File: src/rtl/mdu_pkg.sv
// Shared op codes and helpers for the multiply/divide unit.
// Also used by the decoder to flag MDU-class instructions.
package mdu_pkg;

  localparam int MDU_OP_W = 4;

  localparam logic [MDU_OP_W-1:0] MDU_NONE  = 4'd0;
  localparam logic [MDU_OP_W-1:0] MDU_MULT  = 4'd1;
  localparam logic [MDU_OP_W-1:0] MDU_MULTU = 4'd2;
  localparam logic [MDU_OP_W-1:0] MDU_DIV   = 4'd3;
  localparam logic [MDU_OP_W-1:0] MDU_DIVU  = 4'd4;
  localparam logic [MDU_OP_W-1:0] MDU_MFHI  = 4'd5;
  localparam logic [MDU_OP_W-1:0] MDU_MFLO  = 4'd6;
  localparam logic [MDU_OP_W-1:0] MDU_MTHI  = 4'd7;
  localparam logic [MDU_OP_W-1:0] MDU_MTLO  = 4'd8;

  typedef struct packed {
    logic [31:0] hi;
    logic [31:0] lo;
    logic        wr;
  } mdu_res_t;

  function automatic logic is_mul_op(
    input logic [MDU_OP_W-1:0] op
  );
    return (op == MDU_MULT) || (op == MDU_MULTU);
  endfunction

  function automatic logic is_div_op(
    input logic [MDU_OP_W-1:0] op
  );
    return (op == MDU_DIV) || (op == MDU_DIVU);
  endfunction

  function automatic logic is_start_op(
    input logic [MDU_OP_W-1:0] op
  );
    return is_mul_op(op) || is_div_op(op);
  endfunction

endpackage

File: src/rtl/mdu_arith.sv
// Combinational 64b product and quotient/remainder.
// Signed ops work on magnitudes, then fix up the signs.
module mdu_arith
  import mdu_pkg::*;
(
  input  logic [MDU_OP_W-1:0] op_i,
  input  logic [31:0]         a_i,
  input  logic [31:0]         b_i,
  output mdu_res_t            res_o
);

  logic        sgn;
  logic        a_neg;
  logic        b_neg;
  logic [31:0] a_mag;
  logic [31:0] b_mag;
  logic [31:0] b_safe;
  logic [63:0] p_mag;
  logic [63:0] prod;
  logic [31:0] q_mag;
  logic [31:0] r_mag;
  logic [31:0] quo;
  logic [31:0] rem;

  assign sgn   = (op_i == MDU_MULT) || (op_i == MDU_DIV);
  assign a_neg = sgn & a_i[31];
  assign b_neg = sgn & b_i[31];
  assign a_mag = a_neg ? (32'd0 - a_i) : a_i;
  assign b_mag = b_neg ? (32'd0 - b_i) : b_i;

  assign p_mag = {32'd0, a_mag} * {32'd0, b_mag};
  assign prod  = (a_neg ^ b_neg) ? (64'd0 - p_mag) : p_mag;

  // Zero divisor is masked so the divider never yields X;
  // the result is discarded through wr anyway.
  assign b_safe = (b_mag == 32'd0) ? 32'd1 : b_mag;
  assign q_mag  = a_mag / b_safe;
  assign r_mag  = a_mag % b_safe;
  assign quo    = (a_neg ^ b_neg) ? (32'd0 - q_mag) : q_mag;
  assign rem    = a_neg ? (32'd0 - r_mag) : r_mag;

  always_comb begin
    res_o = '0;
    unique case (1'b1)
      is_mul_op(op_i): begin
        res_o.hi = prod[63:32];
        res_o.lo = prod[31:0];
        res_o.wr = 1'b1;
      end
      is_div_op(op_i): begin
        res_o.hi = rem;
        res_o.lo = quo;
        res_o.wr = (b_i != 32'd0);
      end
      default: ;
    endcase
  end

endmodule

File: src/rtl/mdu.sv
// E-stage multiply/divide unit: HI/LO, pending result, busy counter.
// Results sit in the pend registers until the counter expires.
module mdu
  import mdu_pkg::*;
#(
  parameter int MULT_CYCLES = 5,
  parameter int DIV_CYCLES  = 10
) (
  input  logic                clk,
  input  logic                reset,
  input  logic [MDU_OP_W-1:0] E_MDU_op,
  input  logic [31:0]         E_rs_data,
  input  logic [31:0]         E_rt_data,
  output logic                E_MDU_start,
  output logic                E_MDU_busy,
  output logic [31:0]         E_MDU_out
);

  localparam int MAXC  = (MULT_CYCLES > DIV_CYCLES) ?
                         MULT_CYCLES : DIV_CYCLES;
  localparam int CNT_W = $clog2(MAXC) + 1;

  logic [31:0]      hi_q, hi_d;
  logic [31:0]      lo_q, lo_d;
  logic [31:0]      hi_pend_q, hi_pend_d;
  logic [31:0]      lo_pend_q, lo_pend_d;
  logic [CNT_W-1:0] cnt_q, cnt_d;
  mdu_res_t         res;
  logic             idle;

  mdu_arith u_arith (
    .op_i  (E_MDU_op),
    .a_i   (E_rs_data),
    .b_i   (E_rt_data),
    .res_o (res)
  );

  assign E_MDU_busy  = (cnt_q != '0);
  assign idle        = ~E_MDU_busy;
  assign E_MDU_start = is_start_op(E_MDU_op) & idle;

  always_comb begin
    E_MDU_out = 32'd0;
    if (E_MDU_op == MDU_MFHI) E_MDU_out = hi_q;
    if (E_MDU_op == MDU_MFLO) E_MDU_out = lo_q;
  end

  always_comb begin
    hi_d      = hi_q;
    lo_d      = lo_q;
    hi_pend_d = hi_pend_q;
    lo_pend_d = lo_pend_q;
    cnt_d     = cnt_q;
    unique case (1'b1)
      E_MDU_start: begin
        // A zero-divisor divide re-commits the current HI/LO,
        // which cannot change while busy.
        hi_pend_d = res.wr ? res.hi : hi_q;
        lo_pend_d = res.wr ? res.lo : lo_q;
        cnt_d     = is_mul_op(E_MDU_op) ?
                    CNT_W'(MULT_CYCLES) : CNT_W'(DIV_CYCLES);
      end
      E_MDU_busy: begin
        cnt_d = cnt_q - 1'b1;
        if (cnt_q == CNT_W'(1)) begin
          hi_d = hi_pend_q;
          lo_d = lo_pend_q;
        end
      end
      (idle && E_MDU_op == MDU_MTHI): hi_d = E_rs_data;
      (idle && E_MDU_op == MDU_MTLO): lo_d = E_rs_data;
      default: ;
    endcase
  end

  always_ff @(posedge clk or posedge reset) begin
    if (reset) begin
      hi_q      <= '0;
      lo_q      <= '0;
      hi_pend_q <= '0;
      lo_pend_q <= '0;
      cnt_q     <= '0;
    end else begin
      hi_q      <= hi_d;
      lo_q      <= lo_d;
      hi_pend_q <= hi_pend_d;
      lo_pend_q <= lo_pend_d;
      cnt_q     <= cnt_d;
    end
  end

endmodule

File: config.mk
export PLATFORM = sky130hd
export DESIGN_NAME = mdu
export DESIGN_NICKNAME = d
export VERILOG_FILES = /design/src/rtl/mdu_pkg.sv /design/src/rtl/mdu_arith.sv /design/src/rtl/mdu.sv
export SDC_FILE = /design/constraint.sdc
export NUM_CORES = 2
export LEC_CHECK = 0
export BUFFER_PORTS_ARGS = -buffer_cell sky130_fd_sc_hd__buf_2
export CORE_MARGIN = 8
export CORE_UTILIZATION = 35
export DETAILED_ROUTE_END_ITERATION = 6
export PLACE_DENSITY_LB_ADDON = 0.2
export RECOVER_POWER = 100
export SYNTH_ARGS = -nofsm -noshare
export SYNTH_HDL_FRONTEND = slang
export SYNTH_SLANG_ARGS = --single-unit
File: constraint.sdc
create_clock -name clk -period 8.6 [get_ports clk]
set_input_delay 1.72 -clock clk [delete_from_list [all_inputs] [get_ports clk]]
set_output_delay 1.72 -clock clk [all_outputs]
set_load 0.005 [all_outputs]
==> results.yml <==
outcome:
  status: "finished, violations left"
  violations: "DRC, capacitance limit, slew limit, setup timing"
layout:
  final_common_cell: "buf_4"
  layout-drive-gt1-share_pct: 38.6
  layout_common_cells: "buf_4 (3874), nand2_1 (1468), inv_1 (1138), fa_1 (897), nor2_1 (877)"
  n_fill_cell: 21158
  syn_to_final_growth_pct: 55.6
  finalNetCount: 15928
synthesis:
  ys_seq_area_share_pct: 4.28
  async_flop_share_pct: 100
  syn_inst: 10489
  synth_flop_cell: "dfrtp_1"
  netlist_area_mm2: 0.0777
  ys_types: 109
  syn-num-nets: 12230
  yosys_warnings: 0
  syn_avg_cell_area_um2: 7.41
  ys_seq_elements: 133
  synth_edf_count: 0
place:
  place.gp.congestion: 1.07
  port-buffer-count: 103
  dpl_worst_slack_ns: -68.22
  hpwl_um: 381000
timing:
  fin_ws_ns: -61.11
  max_slew_margin_pct: -181
  slew_viol_final: 247
  period_minus_slack_ns: 69.71
  finClkSkew_ns: 0.00902
  fin_setup_tns_ns: -3862.25
  tightest_slew_ns: 4.21
  rsz0062_at_grt: "true"
  setup_viol: 64
  hold_viol: 0
  maxClockFrequency_mhz: 14.3
  hold-worst-slack_ns: 0.482
  period_share_pct: 811
clock_tree:
  htreeDepth: 4
  path_clk_slew_ns: 0.06
  postCtsHoldBufs: 0
  clock-sinks: 133
  cts_root_buf: "clkbuf_16"
  cts_buffer_depth: 2
  clkLatencyLatePin_ns: 0.43
  tritoncts: "done"
  cts_buffers: 17
job:
  drv_cap: 7
critical_path:
  r2r_setup_slack_ns: 3.83
  critical_path_class: "input pin to register"
  critPathMaxStageDelay_ns: 0.55
  start_kind: "input pin"
  worst_path_most_repeated_cell: "buf_4"
  end_kind: "register"
  required_ns: 8.92
  crit_arrival_ns: 70.03
  slowest_stage: "a222oi_1"
  crit_fanout: 13
floorplan:
  rows: 173
  die-area_mm2: 0.237
  initial_core_util_pct: 35.1
  fp.dieH_um: 487
  die_w_um: 487
  core_mm2: 0.221
  ios: 104
global_route:
  antenna_found_initial: 34
  grt_overflow_total: 0
  grt_start_max_net_pins: 76
  grtUsageTotal_pct: 37.8
  grt_pass1_wl_um: 669000
  grt_pass1_vias: 98223
drt:
  routed_wl_um: 468000
  drcViolationCount: 3
  drt_iter0_markers: 9202
  wl_per_cell_um: 27.2
  via_per_inst: 5.67
  firstDrtPassIters: 7
  vias: 97536
  ant_nets: 0
min_path:
  hp-class: "register to register"
==> kinds of logic (layout without fill, tap and decap cells) <==
family	Yosys count	in the layout	share of synthesized area, %
fa+ha+maj	1671	1671	35.6
flops	133	133	4.28
buf+inv	1687	5396	8.23
mux	149	149	1.99
compound gates	2578	2578	22.0
other cells	0	21	0
xor+xnor	588	588	6.63
simple gates	3683	3684	21.3
==> layer usage <==
layer	GRT usage [%]	share of wire [%]	vias to the layer above
met5	0	0.012	-
met4	25.0	8.6	8
met3	5.80	8.0	1333
met2	59.7	44	4691
met1	47.9	40	48097
li1	-	-	43407
==> state kept, by name, indices dropped and copies added (netlist names) <==
name       cells
lo_q          32
hi_q          32
hi_pend_q     32
cnt_q          5
lo_pend_q     32
==> final timing paths <==
check / start / endpoint / depth (start not counted)
setup / recovery: E_rt_data[24] / hi_pend_q[25]$_DFFE_PP0P_ / 355
hold / removal: lo_pend_q[4]$_DFFE_PP0P_ / lo_pend_q[4]$_DFFE_PP0P_ / 2
setup reg to reg: cnt_q[0]$_DFFE_PP0P_ / hi_q[23]$_DFFE_PP0P_ / 7
hold reg to reg: lo_pend_q[4]$_DFFE_PP0P_ / lo_pend_q[4]$_DFFE_PP0P_ / 2
max in group asynchronous: reset / lo_q[27]$_DFFE_PP0P_ / 3
min in group asynchronous: reset / hi_q[19]$_DFFE_PP0P_ / 2
==> critical path: cells and delay by family <==
| family | cells | cell delay [ns] |
|---|---|---|
| AOI/OAI and AO/OA | 159 | 31.66 |
| xor gates and xnor gates | 4 | 0.80 |
| adders and majority gates | 31 | 8.12 |
| buffers and inverters | 61 | 8.98 |
| muxes | 8 | 2.31 |
| and+or+nand+nor | 92 | 16.20 |
==> layout make-up <==
class | instances | area (um^2) | share of cell area [%]
clock buffers | 19 | 443 | 0.366
diodes | 21 | 52.6 | 0.0435
repair buffers | 4179 | 32400 | 26.8
well taps | 2975 | 3720 | 3.08
clock inverters | 12 | 156 | 0.129
flip-flops and latches | 133 | 3330 | 2.75
inverters | 1186 | 4500 | 3.72
multi-input cells | 8670 | 76300 | 63.1
==> through the flow <==
step	area, um^2	utilization [%]	cells
final	121000	54.6	17195
after global routing	121000	54.6	17186
after CTS	118000	53.3	17069
after detailed placement	110000	49.7	16674
after global placement	110000	49.7	16674
after floorplan	80600	-	10489
==> Yosys cell counts (107+ instances only) <==
cell | n | area (um^2)
ha_1 | 774 | 9680
o21ai_0 | 504 | 2520
clkbuf_1 | 397 | 1490
a21o_1 | 284 | 2130
dfrtp_1 | 133 | 3330
fa_1 | 897 | 18000
nor2_1 | 973 | 3650
xnor2_1 | 390 | 3420
a31oi_1 | 131 | 820
nand3_1 | 189 | 946
nand2_1 | 1546 | 5800
a21oi_1 | 621 | 3110
nor3_1 | 225 | 1130
xor2_1 | 198 | 1730
mux2i_1 | 107 | 1070
o21a_1 | 119 | 893
inv_1 | 1175 | 4410
==> timing repair <==
| item | 4_1_cts | 5_1_grt |
|---|---|---|
| pin swaps | 555 | 334 |
| setup buffers | 371 | 129 |
| setup endpoints to repair | 64 | 64 |
| gates resized for setup | 963 | 454 |
| cloned | 7 | 2 |
Power is left out: the tool's default activity adds up to more than one toggle a clock period on the data nets, which glitch-free logic cannot reach.
